==> src/rtl/uart_rx.sv <==
// UART receiver: synchronised start detection, mid-bit sampling, even parity and stop checks,
// one-entry valid/ready output buffer with sticky parity/framing/overrun flags.
module uart_rx #(
  parameter int SYNC_STAGES = 2
) (
  input  logic        clk_i,
  input  logic        rst_n_i,
  input  logic        rx_i,
  output logic        busy_o,
  input  logic        cfg_en_i,
  input  logic [15:0] cfg_div_i,
  input  logic        cfg_parity_en_i,
  input  logic [1:0]  cfg_bits_i,
  input  logic        cfg_stop_bits_i,
  output logic [7:0]  rx_data_o,
  output logic        rx_valid_o,
  input  logic        rx_ready_i,
  output logic        err_parity_o,
  output logic        err_frame_o,
  output logic        err_overrun_o,
  input  logic        err_clr_i
);

  // state          | meaning
  // IDLE           | waiting for a falling edge on the synchronised line
  // START_BIT      | confirming the start bit at half period
  // DATA           | sampling data bits LSB first
  // PARITY         | sampling the even parity bit
  // STOP_BIT_FIRST | sampling the first stop bit
  // STOP_BIT_LAST  | sampling the second stop bit
  typedef enum logic [2:0] {
    IDLE, START_BIT, DATA, PARITY, STOP_BIT_FIRST, STOP_BIT_LAST
  } state_t;

  state_t state_q, state_d;

  logic [SYNC_STAGES-1:0] sync_q;
  logic        rs, rs_prev_q, fall;
  logic [15:0] cnt_q, cnt_d;
  logic [2:0]  bit_cnt_q, bit_cnt_d;
  logic [2:0]  bit_last;
  logic        par_acc_q, par_acc_d;
  logic [7:0]  shreg_q, shreg_d;
  logic        perr_q, perr_d;
  logic        ferr_q, ferr_d;
  logic        done_q, done_d;
  logic        tick;
  logic        accept;

  assign rs       = sync_q[SYNC_STAGES-1];
  assign fall     = rs_prev_q & ~rs;
  assign tick     = (cnt_q == cfg_div_i);
  assign bit_last = {1'b1, cfg_bits_i};
  assign busy_o   = (state_q != IDLE);

  always_ff @(posedge clk_i or negedge rst_n_i) begin
    if (!rst_n_i) begin
      sync_q    <= '1;
      rs_prev_q <= 1'b1;
    end else begin
      sync_q    <= {sync_q[SYNC_STAGES-2:0], rx_i};
      rs_prev_q <= rs;
    end
  end

  always_ff @(posedge clk_i or negedge rst_n_i) begin
    if (!rst_n_i) begin
      state_q   <= IDLE;
      cnt_q     <= '0;
      bit_cnt_q <= '0;
      par_acc_q <= 1'b0;
      shreg_q   <= '0;
      perr_q    <= 1'b0;
      ferr_q    <= 1'b0;
      done_q    <= 1'b0;
    end else begin
      state_q   <= state_d;
      cnt_q     <= cnt_d;
      bit_cnt_q <= bit_cnt_d;
      par_acc_q <= par_acc_d;
      shreg_q   <= shreg_d;
      perr_q    <= perr_d;
      ferr_q    <= ferr_d;
      done_q    <= done_d;
    end
  end

  always_comb begin
    state_d   = state_q;
    cnt_d     = cnt_q + 16'd1;
    bit_cnt_d = bit_cnt_q;
    par_acc_d = par_acc_q;
    shreg_d   = shreg_q;
    perr_d    = perr_q;
    ferr_d    = ferr_q;
    done_d    = 1'b0;

    case (state_q)
      IDLE: begin
        cnt_d = '0;
        if (fall) state_d = START_BIT;
      end
      START_BIT: begin
        if (cnt_q == (cfg_div_i >> 1)) begin
          cnt_d = '0;
          if (rs) begin
            state_d = IDLE;
          end else begin
            // shift register cleared so bits above the data width read as zero
            state_d   = DATA;
            bit_cnt_d = '0;
            par_acc_d = 1'b0;
            shreg_d   = '0;
            perr_d    = 1'b0;
            ferr_d    = 1'b0;
          end
        end
      end
      DATA: begin
        if (tick) begin
          cnt_d              = '0;
          shreg_d[bit_cnt_q] = rs;
          par_acc_d          = par_acc_q ^ rs;
          if (bit_cnt_q == bit_last)
            state_d = cfg_parity_en_i ? PARITY : STOP_BIT_FIRST;
          else
            bit_cnt_d = bit_cnt_q + 3'd1;
        end
      end
      PARITY: begin
        if (tick) begin
          cnt_d   = '0;
          state_d = STOP_BIT_FIRST;
          if (rs != par_acc_q) perr_d = 1'b1;
        end
      end
      STOP_BIT_FIRST: begin
        if (tick) begin
          cnt_d = '0;
          if (!rs) ferr_d = 1'b1;
          if (cfg_stop_bits_i) begin
            state_d = STOP_BIT_LAST;
          end else begin
            state_d = IDLE;
            done_d  = 1'b1;
          end
        end
      end
      STOP_BIT_LAST: begin
        if (tick) begin
          cnt_d   = '0;
          state_d = IDLE;
          done_d  = 1'b1;
          if (!rs) ferr_d = 1'b1;
        end
      end
      default: state_d = IDLE;
    endcase

    if (!cfg_en_i) begin
      state_d = IDLE;
      cnt_d   = '0;
      done_d  = 1'b0;
    end
  end

  assign accept = ~rx_valid_o | rx_ready_i;

  // Output buffer and sticky flags; a new error in the clear cycle survives.
  always_ff @(posedge clk_i or negedge rst_n_i) begin
    if (!rst_n_i) begin
      rx_data_o     <= '0;
      rx_valid_o    <= 1'b0;
      err_parity_o  <= 1'b0;
      err_frame_o   <= 1'b0;
      err_overrun_o <= 1'b0;
    end else begin
      if (done_q && accept) begin
        rx_data_o  <= shreg_q;
        rx_valid_o <= 1'b1;
      end else if (rx_valid_o && rx_ready_i) begin
        rx_valid_o <= 1'b0;
      end
      err_parity_o  <= (err_parity_o  & ~err_clr_i) | (done_q & accept & perr_q);
      err_frame_o   <= (err_frame_o   & ~err_clr_i) | (done_q & accept & ferr_q);
      err_overrun_o <= (err_overrun_o & ~err_clr_i) | (done_q & ~accept);
    end
  end

endmodule

==> config.mk <==
export PLATFORM = sky130hd
export DESIGN_NAME = uart_rx
export DESIGN_NICKNAME = d
export VERILOG_FILES = /design/src/rtl/uart_rx.sv
export SDC_FILE = /design/constraint.sdc
export NUM_CORES = 1
export LEC_CHECK = 0
export CAP_MARGIN = 20
export CORE_UTILIZATION = 50
export CTS_CLUSTER_SIZE = 25
export DETAILED_ROUTE_END_ITERATION = 16
export GPL_TIMING_DRIVEN = 0
export HOLD_SLACK_MARGIN = 0.08
export PLACE_DENSITY = 0.84
export SYNTH_ARGS = -nofsm -noshare
export SYNTH_HDL_FRONTEND = slang
export SYNTH_SLANG_ARGS = --single-unit
==> constraint.sdc <==
create_clock -name clk_i -period 2.9 [get_ports clk_i]
set_input_delay 0.29 -clock clk_i [delete_from_list [all_inputs] [get_ports clk_i]]
set_output_delay 0.29 -clock clk_i [all_outputs]
set_load 0.01 [all_outputs]
==> metrics.txt, run 1 <==
CP arrival 2.55 ns; setup_tns 0 ns; worst hold-check path type input pin to asynchronous set/reset pin; core footprint between 5000 and 6000 µm²; period utilization 81.2%; synthesized area per cell 9.38 µm²; Comb pwr share 22.2%; RePlAce Congestion 0.855; layout cells sized above 1 7.69%; initial core utilization 52.8%; Multi-input gate area 1360 µm²; most common cell after layout, fill and taps aside dfrtp_1; Max-Cap Viols 0; Hold WS 0.360 ns; Post-DRT Antenna Nets 0; # IOs 39; status finished clean; Buf/Inv on CP 1; syn nets around 320; Worst Setup End Kind register; Synth Instances between 200 and 300; warnings from Yosys 0; GRT Overall Usage 20.8%; Die X 75.9 µm; # fillers 405; row count 26; worst path required time approximately 3.1 ns; Vert. Die Dim 75.9 µm; Final Max Tran Viols 0; Switch Pwr 0.430 mW; setup violators final 0; PD cells around 440 nW/µm²; DR vias/cell 5.21; CTS Buf Count 5; CP cell instances xor2_1 -> or4_4 -> nor4_4 -> nor2b_2 -> o31ai_4 -> buf_6 -> nor2_1; CP delay by family, top simple AND/OR/NAND/NOR gates; number of port buffers 37; final core occ 63.9%; P_leak 1.37 nW; # diodes 0; Sequential Area ~1200 µm²; vias in the first global route between 2,000 and 2,500; Via Count 2,125; reg-to-reg slack, setup 0.54 ns; Sink Count a little under 50; clock slew at reported path FFs 0.09 ns; max_slew headroom 59.5%; DRT Pass-1 Iters 5; DRT Wirelength 5.27 mm; cell area after synthesis 2730 µm²; sequential power share 49.2%; fmax between 400 and 500 MHz; crit-path max FO 10; final hold vios 0; largest net degree at the start of global routing 43; Setup CP Type register to register; slowest CP cell or4_4; drt wl/cell 12.9 µm; CTS Buffer Depth 2; CTS tree yes; DR DRC count 0; first-pass GRT wire length 8.98 mm; Syn-to-layout area delta 21.1%; die area 5760 µm²; GRT overflow 0; Starting DRT DRC Count 173; CTS root buf clkbuf_8; Worst Tran Pin Value 0.603 ns; Switching Fraction 29.7%; most frequent cells in the layout dfrtp_1, xnor2_1, clkdlybuf4s50_1; max incr delay on CP 0.54 ns; Synth cell types 41; H-tree depth 2; post-synthesis register bit count 49; register area share after synthesis between 40% and 50%; maximum VDD drop 0.329 mV; clock power share between 20 and 30%; minimum clock period after layout 2.36 ns; Worst Clk Skew 0.0101 ns; Int Pwr 1.02 mW; nets@finish between 300 and 400; hpwl dp 3.94 mm; unrepaired setup endpoints after global routing false; initial antenna violation count 0; setup bufs post-CTS 0; clk_lat worst skew 0.30 ns; startpoint types register
[registers in the layout (all words and copies together) (netlist names)]
name and flops:
bit_cnt_q 3, cnt_q 16, done_q 1, err_frame_o 1
err_overrun_o 1, err_parity_o 1, ferr_q 1, par_acc_q 1
perr_q 1, rs_prev_q 1, rx_data_o 8, rx_valid_o 1
shreg_q 8, state_q 3, sync_q 2
[repair_timing]
| item | in CTS | in global routing |
|---|---|---|
| resized for setup | 0 | 0 |
| hold buffers | 1 | 0 |
| endpoints found under the hold margin | 7 | 0 |
[area by class of cell]
class | instances | share of cell area, %
multi-input combinational | 209 | 41.3
tap | 70 | 2.65
clock inverter | 3 | 0.757
sequential | 49 | 37.2
buffer | 15 | 2.04
timing repair buffer | 39 | 12.0
clock buffer | 5 | 2.08
inverter | 18 | 2.04
[cell usage after synthesis]
cell type	n	share of area [%]
a21oi_1	19	3.5
a22o_1	1	0.32
a31oi_1	3	0.69
and2_1	3	0.69
and3_1	6	1.4
and4_1	1	0.32
buf_2	3	0.55
buf_6	1	0.41
clkbuf_1	11	1.5
dfrtp_1	46	42
dfstp_2	3	2.9
ha_1	4	1.8
inv_1	18	2.5
mux2_2	3	1.2
mux2i_1	1	0.37
nand2_1	23	3.2
nand2b_1	3	0.69
nand2b_4	1	0.50
nand3_1	15	2.8
nand4_1	12	2.8
nand4b_1	1	0.32
nor2_1	27	3.7
nor2b_1	3	0.69
nor2b_2	1	0.32
nor3_1	2	0.37
nor3b_1	1	0.28
nor4_4	2	1.6
nor4b_1	1	0.32
o2111ai_1	1	0.32
o21ai_0	17	3.1
o21ai_1	1	0.18
o21bai_1	1	0.28
o22ai_1	1	0.23
o31ai_4	1	0.78
o32ai_1	1	0.32
o41ai_1	1	0.32
or3_1	1	0.23
or3b_1	1	0.32
or4_4	1	0.41
xnor2_1	36	12
xor2_1	13	4.2
[per-stage QoR]
stage               worst slack, ns  area (µm²)  power [mW]  instances
detailed placement            0.222        3200        1.04        399
finish                        0.545        3310        1.45        408
CTS                           0.527        3310        1.45        408
global placement              0.244        3190        1.03        398
global route                  0.351        3310        1.52        408
floorplan                     0.855        2730       0.926        291
[power by group through the flow]
stage	combinational [mW]	sequential (mW)	clock, mW
finish	0.321	0.713	0.414
global route	0.347	0.716	0.455
CTS	0.319	0.713	0.419
detailed placement	0.313	0.726	0
global placement	0.306	0.726	0
floorplan	0.202	0.723	0
[per-layer routing]
layer | GRT usage (%) | up-vias | part of all wire [%]
met5 | 0 | - | 0
met1 | 28.5 | 977 | 47
met2 | 32.2 | 65 | 46
met4 | 8.44 | 0 | 1.6
met3 | 4.50 | 10 | 4.9
li1 | - | 1073 | -
[final timing paths]
path / cells past startpoint / start / to
worst max-delay path: 7 / cnt_q[5]$_DFF_PN0_ / cnt_q[7]$_DFF_PN0_
worst max register to register: 7 / cnt_q[5]$_DFF_PN0_ / cnt_q[7]$_DFF_PN0_
max in group asynchronous: 3 / rst_n_i / sync_q[1]$_DFF_PN1_
min in group clk_i: 0 / sync_q[0]$_DFF_PN1_ / sync_q[1]$_DFF_PN1_
worst min-delay path: 2 / rst_n_i / cnt_q[5]$_DFF_PN0_
worst min register to register: 0 / sync_q[0]$_DFF_PN1_ / sync_q[1]$_DFF_PN1_
[worst register-to-register path, cell delays in order, from the launching register on]
cell,delay [ns]
dfrtp_1,0.45
xor2_1,0.17
or4_4,0.54
nor4_4,0.31
nor2b_2,0.11
o31ai_4,0.41
buf_6,0.21
nor2_1,0.06
[kinds of logic (layout without fill, tap and decap cells)]
group,after synthesis,count (layout),synth area share (%)
AND/OR/NAND/NOR,105,105,20.8
XOR/XNOR,49,49,15.7
flip-flops,49,49,45.1
AO/OA/AOI/OAI,47,47,10.0
buffers and inverters,33,80,4.95
adder cells (fa/ha/maj),4,4,1.83
multiplexers,4,4,1.60
(Power assumes the default switching activity.)
==> inputs of run 2 (changes only) <==
Clock period 2.9 ns to 2.26 ns, I/O delays scaled along.
==> metrics.txt, run 2 (synthesis gave the netlist of run 1 again) <==
status finished clean; Worst Clk Skew 0.00983 ns; DRT Pass-1 Iters 6; Hold WS a little under 0.3 ns; CTS Buf Count 5; period utilization between 90% and 100%; CTS tree yes; startpoint types register; maximum VDD drop 0.528 mV; GRT overflow 0; H-tree depth 2; fmax ~450 MHz; Starting DRT DRC Count 178; clock slew at reported path FFs ~0.090 ns; final hold vios 0; setup violators final 0; # diodes 0; CTS Buffer Depth 2; Worst Setup End Kind register; Inst Count DP 399; design area 3470 µm²; Vert. Die Dim 75.9 µm; CP arrival approximately 2.4 ns; max FFs per register 16; setup ws final between 0.02 and 0.03 ns; initial antenna violation count 0; GRT Overall Usage 21.0%; Via Count between 2,000 and 2,500; DR DRC count 0; clock power share between 20 and 30%; die area 5760 µm²; most common cell after layout, fill and taps aside dfrtp_1; Reg2Reg Launch Point cnt_q[7]$_DFF_PN0_; hpwl dp 3.94 mm; Switch Pwr 0.596 mW; Die X between 70 and 80 µm; # IOs 39; Top Registers cnt_q (16), rx_data_o (8), shreg_q (8); minimum clock period after layout between 2 and 2.5 ns; Post-Layout Cell Count 420; first-pass GRT wire length 9.07 mm; largest net degree at the start of global routing 43; Max-Cap Viols 0; Post-DRT Antenna Nets 0; reg2reg end cnt_q[10]$_DFF_PN0_; DR vias/cell 5.37; Final Max Tran Viols 0; Syn-to-layout area delta 27.3%; Sink Count 49; worst path required time approximately 2.5 ns; CTS root buf clkbuf_8; sequential power share 46.7%; core footprint 5170 µm²; row count 26; DRT Wirelength 5.93 mm; vias in the first global route 2,043; Area after DPL between 3000 and 4000 µm²; crit-path max FO 5; max_slew headroom 56.2%; initial core utilization 52.8%; Setup CP Type register to register; Reg2Reg Depth 9; layout cells sized above 1 14.9%; most frequent cells in the layout dfrtp_1, xnor2_1, clkdlybuf4s50_1; P_leak 1.45 nW; RePlAce Congestion 0.855; Comb pwr share around a quarter; PD cells ~560 nW/µm²; Worst Tran Pin Value 0.651 ns; largest register by flop count cnt_q; clk_lat worst skew 0.30 ns; pre-CTS setup slack -0.354 ns; number of port buffers 37; nets@finish 379; Switching Fraction 30.4%; Int Pwr 1.37 mW; reg-to-reg slack, setup 0.03 ns; worst hold-check path type input pin to asynchronous set/reset pin; drt wl/cell 14.1 µm
[run 2: final cells by class]
| cell class | instances | area (µm²) |
|---|---|---|
| fillers | 376 | 1700 |
| flip-flops and latches | 49 | 1230 |
| inverters | 18 | 67.6 |
| clock inverters | 3 | 25.0 |
| well taps | 70 | 87.6 |
| multi-input cells | 209 | 1420 |
| clock buffers | 5 | 68.8 |
| plain buffers | 12 | 57.6 |
| repair buffers | 54 | 519 |
[run 2: through the flow]
stage	util, %	power [mW]	setup TNS (ns)
6_report	67.2	1.96	0
5_1_grt	67.2	2.05	-1.05
4_1_cts	64.5	1.88	0
3_5_place_dp	61.9	1.33	-7.61
3_3_place_gp	61.6	1.32	-21.71
2_1_floorplan	-	1.19	0
[run 2: timing repair]
| item | in CTS | in global routing |
|---|---|---|
| gates cloned | 0 | 1 |
| endpoints found under the hold margin | 46 | 0 |
| gates resized for setup | 0 | 19 |
| setup buffers | 4 | 10 |
| endpoints found under the setup margin | 18 | 30 |
| hold buffers | 1 | 0 |
| pin swaps | 3 | 4 |
[run 2: worst max-delay path: stages (launching register included)]
cell,delay (ns)
dfrtp_2,0.44
xor2_1,0.15
or4_4,0.53
nor4_4,0.14
buf_4,0.19
nor2b_4,0.05
o31ai_4,0.29
buf_4,0.17
buf_6,0.12
nor2_1,0.05
[run 2: worst max path at each step]
stage / startpoint / endpoint / slack [ns] / cells after the start
final: cnt_q[7]$_DFF_PN0_ / cnt_q[10]$_DFF_PN0_ / 0.03 / 9
after global routing: cnt_q[6]$_DFF_PN0_ / state_q[1]$_DFFE_PN0P_ / -0.08 / 6
after CTS: cnt_q[5]$_DFF_PN0_ / bit_cnt_q[0]$_DFFE_PN0P_ / 0.01 / 7
after detailed placement: cfg_div_i[6] / cnt_q[0]$_DFF_PN0_ / -0.35 / 8
after global placement: rst_n_i / rx_data_o[4]$_DFFE_PN0P_ / -0.33 / 1
after floorplan: cnt_q[5]$_DFF_PN0_ / cnt_q[0]$_DFF_PN0_ / 0.22 / 7
[run 2: layer usage]
metal / share of wire (%) / wire, µm / track usage [%] / vias up
li1: - / - / - / 1103
met1: 45 / 2680 / 28.7 / 1050
met2: 48 / 2840 / 32.7 / 83
met3: 5.0 / 296 / 4.63 / 19
met4: 1.8 / 109 / 8.02 / 0
met5: 0 / 0 / 0 / -
[run 2: power groups by stage]
stage               clock network, mW  logic, mW  registers, mW
finish                          0.534      0.512          0.915
global route                    0.580      0.547          0.920
detailed placement                  0      0.402          0.932
floorplan                           0      0.260          0.928
CTS                             0.538      0.423          0.914
global placement                    0      0.392          0.932
